--- config.mk ---
export PLATFORM = sky130hd
export DESIGN_NAME = mips_load_store_unit_flat
export DESIGN_NICKNAME = d
export VERILOG_FILES = /design/src/rtl/mips_load_store_unit_pkg.sv /design/src/rtl/mips_load_store_unit_if.sv /design/src/rtl/mips_load_store_unit_lane_align.sv /design/src/rtl/mips_load_store_unit.sv /design/src/flat_wrapper.sv
export SDC_FILE = /design/constraint.sdc
export NUM_CORES = 1
export LEC_CHECK = 0
export CAP_MARGIN = 20
export CORE_ASPECT_RATIO = 0.8
export CORE_MARGIN = 1
export CORE_UTILIZATION = 49
export CTS_CLUSTER_DIAMETER = 120
export DETAILED_ROUTE_END_ITERATION = 8
export HOLD_SLACK_MARGIN = 0.02
export PLACE_DENSITY = 0.87
export SYNTH_ARGS = -nofsm -noshare
export SYNTH_HDL_FRONTEND = slang
export SYNTH_SLANG_ARGS = --single-unit
--- constraint.sdc ---
create_clock -name clock -period 3.1 [get_ports clock]
set_clock_uncertainty 0.05 [all_clocks]
set_input_delay 0.775 -clock clock [delete_from_list [all_inputs] [get_ports clock]]
set_output_delay 0.775 -clock clock [all_outputs]
set_load 0.01 [all_outputs]
--- src/rtl/mips_load_store_unit_pkg.sv ---
// rtl/mips_load_store_unit_pkg.sv - opcodes, state encoding and decode helpers for the load/store unit
package mips_lsu_pkg;

    localparam logic [5:0] OP_LW  = 6'b100011;
    localparam logic [5:0] OP_LB  = 6'b100000;
    localparam logic [5:0] OP_LBU = 6'b100100;
    localparam logic [5:0] OP_LH  = 6'b100001;
    localparam logic [5:0] OP_LHU = 6'b100101;
    localparam logic [5:0] OP_SW  = 6'b101011;
    localparam logic [5:0] OP_SB  = 6'b101000;
    localparam logic [5:0] OP_SH  = 6'b101001;

    typedef enum logic [2:0] {
        ST_IDLE,
        ST_READ,
        ST_WAIT,
        ST_WRITE,
        ST_RESP
    } state_t;

    typedef enum logic [1:0] {
        SZ_BYTE,
        SZ_HALF,
        SZ_WORD
    } size_t;

    function automatic logic is_load(input logic [5:0] op);
        return (op == OP_LW) || (op == OP_LB) || (op == OP_LBU) ||
               (op == OP_LH) || (op == OP_LHU);
    endfunction

    function automatic logic is_store(input logic [5:0] op);
        return (op == OP_SW) || (op == OP_SB) || (op == OP_SH);
    endfunction

    function automatic logic is_known(input logic [5:0] op);
        return is_load(op) || is_store(op);
    endfunction

    // Only lb and lh sign-extend; every other opcode passes or zero-fills
    function automatic logic is_signed(input logic [5:0] op);
        return (op == OP_LB) || (op == OP_LH);
    endfunction

    function automatic size_t access_size(input logic [5:0] op);
        case (op)
            OP_LB, OP_LBU, OP_SB: return SZ_BYTE;
            OP_LH, OP_LHU, OP_SH: return SZ_HALF;
            default:              return SZ_WORD;
        endcase
    endfunction

    function automatic logic is_aligned(input logic [5:0] op, input logic [1:0] offset);
        case (access_size(op))
            SZ_WORD: return offset == 2'b00;
            SZ_HALF: return offset[0] == 1'b0;
            default: return 1'b1;
        endcase
    endfunction

endpackage

--- src/rtl/mips_load_store_unit_if.sv ---
// rtl/mips_load_store_unit_if.sv - request/response and memory port bundle of the load/store unit
interface mips_lsu_if #(
    parameter int ADDR_W = 8
);
    logic              req_valid;
    logic              req_ready;
    logic [5:0]        opcode;
    logic [31:0]       addr;
    logic [31:0]       store_data;
    logic              resp_valid;
    logic [31:0]       load_data;
    logic              misaligned;
    logic              busy;
    logic [ADDR_W-1:0] mem_addr;
    logic              mem_re;
    logic [31:0]       mem_rdata;
    logic              mem_we;
    logic [31:0]       mem_wdata;

    // Environment side: datapath issuing requests plus the data memory
    modport master (
        output req_valid, opcode, addr, store_data, mem_rdata,
        input  req_ready, resp_valid, load_data, misaligned, busy,
               mem_addr, mem_re, mem_we, mem_wdata
    );

    // Load/store unit side
    modport slave (
        input  req_valid, opcode, addr, store_data, mem_rdata,
        output req_ready, resp_valid, load_data, misaligned, busy,
               mem_addr, mem_re, mem_we, mem_wdata
    );
endinterface

--- src/rtl/mips_load_store_unit_lane_align.sv ---
// rtl/mips_load_store_unit_lane_align.sv - little-endian lane extract/extend and lane merge
module mips_lane_align
    import mips_lsu_pkg::*;
(
    input  logic [31:0] word,
    input  logic [1:0]  offset,
    input  size_t       size,
    input  logic        sign_ext,
    input  logic [31:0] store_data,
    output logic [31:0] load_value,
    output logic [31:0] merged
);

    logic [7:0]  byte_sel;
    logic [15:0] half_sel;

    // Pick the addressed lane and extend it; build the read-modify-write word
    always_comb begin
        byte_sel   = word[7:0];
        half_sel   = offset[1] ? word[31:16] : word[15:0];
        load_value = word;
        merged     = word;

        case (offset)
            2'd0:    byte_sel = word[7:0];
            2'd1:    byte_sel = word[15:8];
            2'd2:    byte_sel = word[23:16];
            default: byte_sel = word[31:24];
        endcase

        case (size)
            SZ_BYTE: begin
                load_value = {{24{sign_ext & byte_sel[7]}}, byte_sel};
                case (offset)
                    2'd0:    merged[7:0]   = store_data[7:0];
                    2'd1:    merged[15:8]  = store_data[7:0];
                    2'd2:    merged[23:16] = store_data[7:0];
                    default: merged[31:24] = store_data[7:0];
                endcase
            end
            SZ_HALF: begin
                load_value = {{16{sign_ext & half_sel[15]}}, half_sel};
                if (offset[1]) merged[31:16] = store_data[15:0];
                else           merged[15:0]  = store_data[15:0];
            end
            default: begin
                load_value = word;
                merged     = store_data;
            end
        endcase
    end

endmodule

--- src/rtl/mips_load_store_unit.sv ---
// rtl/mips_load_store_unit.sv - multi-cycle MIPS load/store controller with read-modify-write sub-word stores
module mips_load_store_unit
    import mips_lsu_pkg::*;
#(
    parameter int ADDR_W = 8
) (
    input logic       clock,
    input logic       reset,
    mips_lsu_if.slave bus
);

    state_t            state;
    state_t            state_next;
    logic [5:0]        op_q;
    logic [ADDR_W+1:0] addr_q;
    logic [31:0]       wdata_q;
    logic [31:0]       result_q;
    logic              mis_q;
    logic [31:0]       load_value;
    logic [31:0]       merged;
    logic              accept_bad;
    logic              unused_addr_bits;

    // Byte address bits beyond the memory size are dropped so addresses wrap
    assign unused_addr_bits = &{1'b0, bus.addr[31:ADDR_W+2]};

    // Known opcode whose address violates its access size
    assign accept_bad = is_known(bus.opcode) && !is_aligned(bus.opcode, bus.addr[1:0]);

    mips_lane_align u_lane_align (
        .word       (bus.mem_rdata),
        .offset     (addr_q[1:0]),
        .size       (access_size(op_q)),
        .sign_ext   (is_signed(op_q)),
        .store_data (wdata_q),
        .load_value (load_value),
        .merged     (merged)
    );

    // State register
    always_ff @(posedge clock) begin
        if (reset) state <= ST_IDLE;
        else       state <= state_next;
    end

    // Next-state and strobes; a reset anywhere drops back to IDLE without writing
    always_comb begin
        state_next     = state;
        bus.req_ready  = 1'b0;
        bus.busy       = 1'b1;
        bus.mem_re     = 1'b0;
        bus.mem_we     = 1'b0;
        bus.resp_valid = 1'b0;
        case (state)
            ST_IDLE: begin
                bus.req_ready = 1'b1;
                bus.busy      = 1'b0;
                if (bus.req_valid) begin
                    if (!is_known(bus.opcode) || accept_bad) state_next = ST_RESP;
                    else if (bus.opcode == OP_SW)            state_next = ST_WRITE;
                    else                                     state_next = ST_READ;
                end
            end
            ST_READ: begin
                bus.mem_re = 1'b1;
                state_next = ST_WAIT;
            end
            ST_WAIT: begin
                state_next = is_load(op_q) ? ST_RESP : ST_WRITE;
            end
            ST_WRITE: begin
                bus.mem_we = 1'b1;
                state_next = ST_RESP;
            end
            ST_RESP: begin
                bus.resp_valid = 1'b1;
                state_next     = ST_IDLE;
            end
            default: state_next = ST_IDLE;
        endcase
    end

    // Request latch on accept; load result or merged store word captured in WAIT
    always_ff @(posedge clock) begin
        if (reset) begin
            op_q     <= '0;
            addr_q   <= '0;
            wdata_q  <= '0;
            result_q <= '0;
            mis_q    <= 1'b0;
        end else begin
            if (state == ST_IDLE && bus.req_valid) begin
                op_q     <= bus.opcode;
                addr_q   <= bus.addr[ADDR_W+1:0];
                wdata_q  <= bus.store_data;
                result_q <= '0;
                mis_q    <= accept_bad;
            end else if (state == ST_WAIT) begin
                if (is_load(op_q)) result_q <= load_value;
                else               wdata_q  <= merged;
            end
        end
    end

    assign bus.mem_addr   = addr_q[ADDR_W+1:2];
    assign bus.mem_wdata  = bus.mem_we ? wdata_q : 32'h0;
    assign bus.load_data  = bus.resp_valid ? result_q : 32'h0;
    assign bus.misaligned = bus.resp_valid & mis_q;

endmodule

--- src/flat_wrapper.sv ---
// flat-port wrapper written by rule: the top's interface ports become plain ports
module mips_load_store_unit_flat import mips_lsu_pkg::*;
#(
    parameter int ADDR_W = 8
)
  (clock, reset, bus_req_valid, bus_opcode, bus_addr, bus_store_data, bus_mem_rdata, bus_req_ready, bus_resp_valid, bus_load_data, bus_misaligned, bus_busy, bus_mem_addr, bus_mem_re, bus_mem_we, bus_mem_wdata);
  mips_lsu_if #(.ADDR_W(ADDR_W)) bus_i ();
  input logic clock;
  input logic reset;
  input wire logic [$bits(bus_i.req_valid)-1:0] bus_req_valid;
  input wire logic [$bits(bus_i.opcode)-1:0] bus_opcode;
  input wire logic [$bits(bus_i.addr)-1:0] bus_addr;
  input wire logic [$bits(bus_i.store_data)-1:0] bus_store_data;
  input wire logic [$bits(bus_i.mem_rdata)-1:0] bus_mem_rdata;
  output wire logic [$bits(bus_i.req_ready)-1:0] bus_req_ready;
  output wire logic [$bits(bus_i.resp_valid)-1:0] bus_resp_valid;
  output wire logic [$bits(bus_i.load_data)-1:0] bus_load_data;
  output wire logic [$bits(bus_i.misaligned)-1:0] bus_misaligned;
  output wire logic [$bits(bus_i.busy)-1:0] bus_busy;
  output wire logic [$bits(bus_i.mem_addr)-1:0] bus_mem_addr;
  output wire logic [$bits(bus_i.mem_re)-1:0] bus_mem_re;
  output wire logic [$bits(bus_i.mem_we)-1:0] bus_mem_we;
  output wire logic [$bits(bus_i.mem_wdata)-1:0] bus_mem_wdata;
  assign bus_i.req_valid = bus_req_valid;
  assign bus_i.opcode = bus_opcode;
  assign bus_i.addr = bus_addr;
  assign bus_i.store_data = bus_store_data;
  assign bus_i.mem_rdata = bus_mem_rdata;
  assign bus_req_ready = bus_i.req_ready;
  assign bus_resp_valid = bus_i.resp_valid;
  assign bus_load_data = bus_i.load_data;
  assign bus_misaligned = bus_i.misaligned;
  assign bus_busy = bus_i.busy;
  assign bus_mem_addr = bus_i.mem_addr;
  assign bus_mem_re = bus_i.mem_re;
  assign bus_mem_we = bus_i.mem_we;
  assign bus_mem_wdata = bus_i.mem_wdata;
  mips_load_store_unit #(.ADDR_W(ADDR_W)) u_core (.clock(clock), .reset(reset), .bus(bus_i));
endmodule
# Yosys cells after proc, flatten, opt, wreduce, memory -nomap -nowiden
# Index checks and enable logic that the tools add are counted.
[totals] elab_cells=101 input_bits=105 register_bits=84
[classes] mux=28 n_eq_ne=28 reduce_logical=33 bitwise_logic=4
[op_table] cell="2-to-1 mux 32 bit" count=5
[op_table] cell="one-hot mux 32 bit (2 select lines)" count=2
[op_table] cell="equality test 6 bit, second input constant" count=15
[op_table] cell="2-to-1 mux 16 bit" count=3
[op_table] cell="2-to-1 mux 8 bit" count=4
[op_table] cell="one-hot mux 8 bit (3 select lines)" count=1
[op_table] cell="OR reduction 3 bit" count=5
[op_table] cell="logical OR 1 bit" count=13
[op_table] cell="one-hot mux 3 bit (4 select lines)" count=1
[op_table] cell="2-to-1 mux 3 bit" count=3
[op_table] cell="one-hot mux 2 bit (2 select lines)" count=2
[op_table] cell="equality test 2 x 1 -> 1 bit, second input constant" count=3
[op_table] cell="equality test 3 x 2 -> 1 bit, second input constant" count=2
[op_table] cell="zero test 2 bit" count=3
[op_table] cell="2-to-1 mux 1 bit" count=5
[op_table] cell="AND reduction 5 bit" count=1
[op_table] cell="equality test 2 bit, second input constant" count=2
[op_table] cell="!= test 2 bit, second input constant" count=2
[op_table] cell="AND reduction 4 bit" count=1
[op_table] cell="AND 1 bit" count=3
[op_table] cell="equality test 3 x 1 -> 1 bit, second input constant" count=1
[op_table] cell="equality test 3 bit, second input constant" count=1
[op_table] cell="zero test 3 bit" count=1
[op_table] cell="!= test 3 x 1 -> 1 bit, second input constant" count=1
[op_table] cell="other kinds (11)" count=13

# Logic depth before layout (Yosys ltp)
[depth] ltp_word=11 mapped_depth=8

# By module
# From an unflattened synthesis, not the netlist that was laid out.
[unflattened] hier_cells=729 area_unflattened_um2=6267.3
[modules_own_cells] module="mips_load_store_unit" area_each_um2=4354.2 cells_each=479 instances=1 seq_area_each_um2=1681.6
[modules_own_cells] module="mips_lane_align" area_each_um2=1913.1 cells_each=250 instances=1 seq_area_each_um2=0.0

# Worst setup path after synthesis
# Ideal clock, no wire load.
[synth_timing] path_type="register to output" start="register u_core.state[2]" end="output bus_load_data[22]" n_path_buf=1 stages_incl_launch_ff=4 path_slack_ns=0.860 arrival_time_ns=1.415 cell_sequence="dfxtp_1 nor3b_1 clkbuf_1 and2_1"
[synth_via] elab_chain_len=3
[synth_rtl] item="start, declared" line="mips_load_store_unit.sv:12" text="state_t state;"
[synth_rtl] item="start signal, assigned" line="mips_load_store_unit.sv:43" text="else state <= state_next;"
[synth_rtl] item="equality test 3 bit" line="mips_load_store_unit.sv:54" text="case (state)"
[synth_rtl] item="2-to-1 mux 1 bit" line="mips_load_store_unit.sv:54"
[synth_rtl] item="named net bus_resp_valid" line="flat_wrapper.sv:16" text="output wire logic [$bits(bus_i.resp_valid)-1:0] bus_resp_valid;"
[synth_rtl] item="2-to-1 mux 32 bit" line="mips_load_store_unit.sv:107" text="assign bus.load_data = bus.resp_valid ? result_q : 32'h0;"
[synth_rtl] item="end, declared" line="flat_wrapper.sv:17" text="output wire logic [$bits(bus_i.load_data)-1:0] bus_load_data;"
# The timed path passes the listed nets, and every way through them passes these cells.

# Final worst setup path
[layout_timing] start="register u_core.state[1]" end="output bus_mem_wdata[18]"
[layout_via] elab_chain_len=3
[layout_rtl] item="equality test 3 x 2 -> 1 bit" line="mips_load_store_unit.sv:54"
[layout_rtl] item="2-to-1 mux 1 bit" line="mips_load_store_unit.sv:54"
[layout_rtl] item="2-to-1 mux 32 bit" line="mips_load_store_unit.sv:106" text="assign bus.mem_wdata = bus.mem_we ? wdata_q : 32'h0;"
[layout_rtl] item="end, declared" line="flat_wrapper.sv:23" text="output wire logic [$bits(bus_i.mem_wdata)-1:0] bus_mem_wdata;"
# No other way between the ends.

==> summary.md <==
| Metric | Value |
|---|---|
| Setup bufs post-CTS | 0 |
| Global-route wire length before repair | 26.4 mm |
| Final Slew Violations | 0 |
| Diode count | 0 |
| Routing usage on met1 | 44.0% |
| Seq pwr share | 41.6% |
| Port buffer count | 160 |
| Worst Path Required | 2270 ps |
| Std cell rows | 32 |
| Top cell type's share of synthesized area | 34.0% |
| Post-Syn Nets | 719 |
| Max_cap viols | 0 |
| Slew @ Worst Pin | 881 ps |
| Wire length per cell | 19.1 µm |
| Placed Instance Area | 0.00652 mm² |
| Peak VDD IR | 253 µV |
| P_int | 2.07 mW |
| Type of the worst min-delay path | register to register |
| Post_cts resized | 0 |
| Starting Density | 50.9% |
| Gpl congestion | 0.913 |
| Dpl hpwl | 12.2 mm |
| Largest net degree at the start of global routing | 44 |
| Core ar. | 0.00973 mm² |
| EDFF count, synth | 0 |
| Die area | 0.0105 mm² |
| Via/cell ratio | ~6.0 |
| Fin crit period | ~3000 ps |
| Most used routing layer | met2 |
| Final ANT Viol Nets | 0 |
| Crit Path Category | register to primary output |
| Clk root buf | clkbuf_16 |
| Final Setup Violations | 0 |
| Post-CTS Hold Buffers | 0 |
| TritonCTS clock tree | done |
| TritonCTS Buffers | 9 |
| Post-Route Utilization | a little over two thirds |
| Die H | 91.9 µm |
| Total Wirelength | 16.9 mm |
| Die width | roughly 110 µm |
| Final instance area | roughly 0.0068 mm² |
| Power Dens Cells | 417 mW/mm² |
| Crit path max fanout | 34 |
| Max Freq | 340 MHz |
| Routed via count | approximately 5300 |
| Met3 Track Usage GR | 8.00% |
| P&R area growth vs syn | 38.3% |
| Main flop type after synthesis | dfxtp_1 |
| Hold WS | roughly 400 ps |
| Clock tree sinks | 84 |
| Synth async-reset ratio | 0% |
| Mapped cell area | between 0.004 and 0.005 mm² |
| Initial antenna violation count | 0 |
| Synth top cells by count | nand2_1 (85), dfxtp_1 (84), and2_1 (68) |
| Most frequent cell after synthesis | nand2_1 |
| Clk pwr share | 41.6% |
| Worst-path clk slew | ~70 ps |
| Unrepaired setup endpoints after global routing | false |
| TritonRoute pass-1 iters | 5 |
| Outcome | finished clean |
| Switching Share | roughly 28% |
| Nets | 849 |
| Fraction of layout cells with a size suffix above 1 | 9.08% |
| CTS max path bufs | 2 |
| Vias in the first global route | around 5000 |
| CP Capture Type | primary output |
| Mapped Cells | roughly 600 |
| Worst skew pair latency | ~340 ps |
| GRT overflow | 0 |
| Synth top area cells | dfxtp_1 (34%), and2_1 (8.6%), a21oi_1 (6.5%) |
| DRC | 0 |
| Combinational share of power | approximately 17% |
| Top cell type by total area after synthesis | dfxtp_1 |
| Final Hold Viols | 0 |
| H-tree depth | 3 |
| Avg Cell Area, Syn | slightly above 8 µm² |
| FF+latch count, synth | 84 |
| GR Layer Usage met2 | between 40% and 50% |
| Cell variety after synth | between 50 and 60 |
| # IOs | around 180 |
| Sequential cell area fraction in the yosys report | 34.0% |
| Max-slew headroom | 41.1% |
| Total global-route track usage | around a third |
| Setup crit start kind | register |
| YS warnings | 0 |
| Fin crit share | 94.7% |
| Crit path DAT | ~2100 ps |
| Fillers | 770 |
| DR iter-0 viols | 438 |
| Net switching power | ~0.79 mW |
| Setup_tns | 0 ps |
| Leak Pwr | 2.66 nW |
area by class of cell:
type	instances	area (µm²)	share of cell area [%]
Clock buffer	10	229	3.34
Clock inverter	6	95.1	1.39
Inverter	9	33.8	0.493
Multi-Input combinational cell	464	2900	42.4
Sequential cell	84	1680	24.6
Tap cell	136	170	2.49
Timing Repair Buffer	176	1730	25.3
placed cells by master (no fill, tap or decap), types with 3 or more instances in the layout:
cell / count
o311ai_0: 3
clkdlybuf4s50_1: 160
a31o_1: 3
and2_1: 68
o21ai_0: 56
nand2_1: 85
clkbuf_16: 9
nand4_1: 12
a221oi_1: 3
nor2b_1: 5
nand3_1: 9
a21oi_1: 64
dfxtp_1: 82
nor3_1: 11
a211oi_2: 9
a31oi_1: 13
a21o_1: 9
a22oi_1: 9
mux2i_1: 24
a21oi_2: 4
o2111ai_1: 3
inv_1: 9
buf_4: 15
a31o_2: 3
o22ai_1: 6
nor2_1: 21
nand2b_1: 3
or3_1: 7
metrics by stage:
stage                     power (mW)  std cells  worst slack (ps)
after floorplan                 1.45        614               860
after global placement          1.66        869               413
after detailed placement        1.67        869               376
after CTS                       2.84        885              55.4
after global routing            2.93        885              21.4
final                           2.85        885               163
worst max-delay path: stages, from the launching register on:
cell             delay [ps]
dfxtp_1                 520
and3b_1                 220
buf_4                   280
and2_1                  190
clkdlybuf4s50_1         540
metal layers:
metal	part of all wire [%]	vias to the layer above	routed length [µm]
li1	-	2428	-
met1	42	2503	7190
met2	45	317	7600
met3	9.4	56	1590
met4	3.2	0	543
met5	0	-	0
flip-flops by register name, indices dropped and copies added, names as in the netlist:
register and count:
u_core.op_q 6, u_core.addr_q 10, u_core.mis_q 1, u_core.wdata_q 32, u_core.state 3, u_core.result_q 32
cells by family after synthesis:
logic type             Yosys count  synth area share, %
AOI/OAI and AO/OA              194                 25.1
muxes                           27                 5.99
and+or+nand+nor                243                 27.4
buffers and inverters           66                 7.58
DFF                             84                 34.0
worst paths after layout:
path | from | end | slack (ps) | cells past startpoint
setup / recovery | u_core.state[1] | bus_mem_wdata[18] | 160 | 4
hold / removal | u_core.result_q[3] | u_core.result_q[3] | 400 | 2
setup reg to reg | u_core.op_q[0] | u_core.wdata_q[10] | 760 | 6
hold reg to reg | u_core.result_q[3] | u_core.result_q[3] | 400 | 2
power by group through the flow:
stage	clock [mW]	sequential, mW	combinational (mW)
3_3_place_gp	0	1.20	0.456
4_1_cts	1.19	1.18	0.469
5_1_grt	1.23	1.19	0.511
2_1_floorplan	0	1.18	0.275
6_report	1.19	1.19	0.479
3_5_place_dp	0	1.21	0.466
Power figures use the tool's default switching activity.
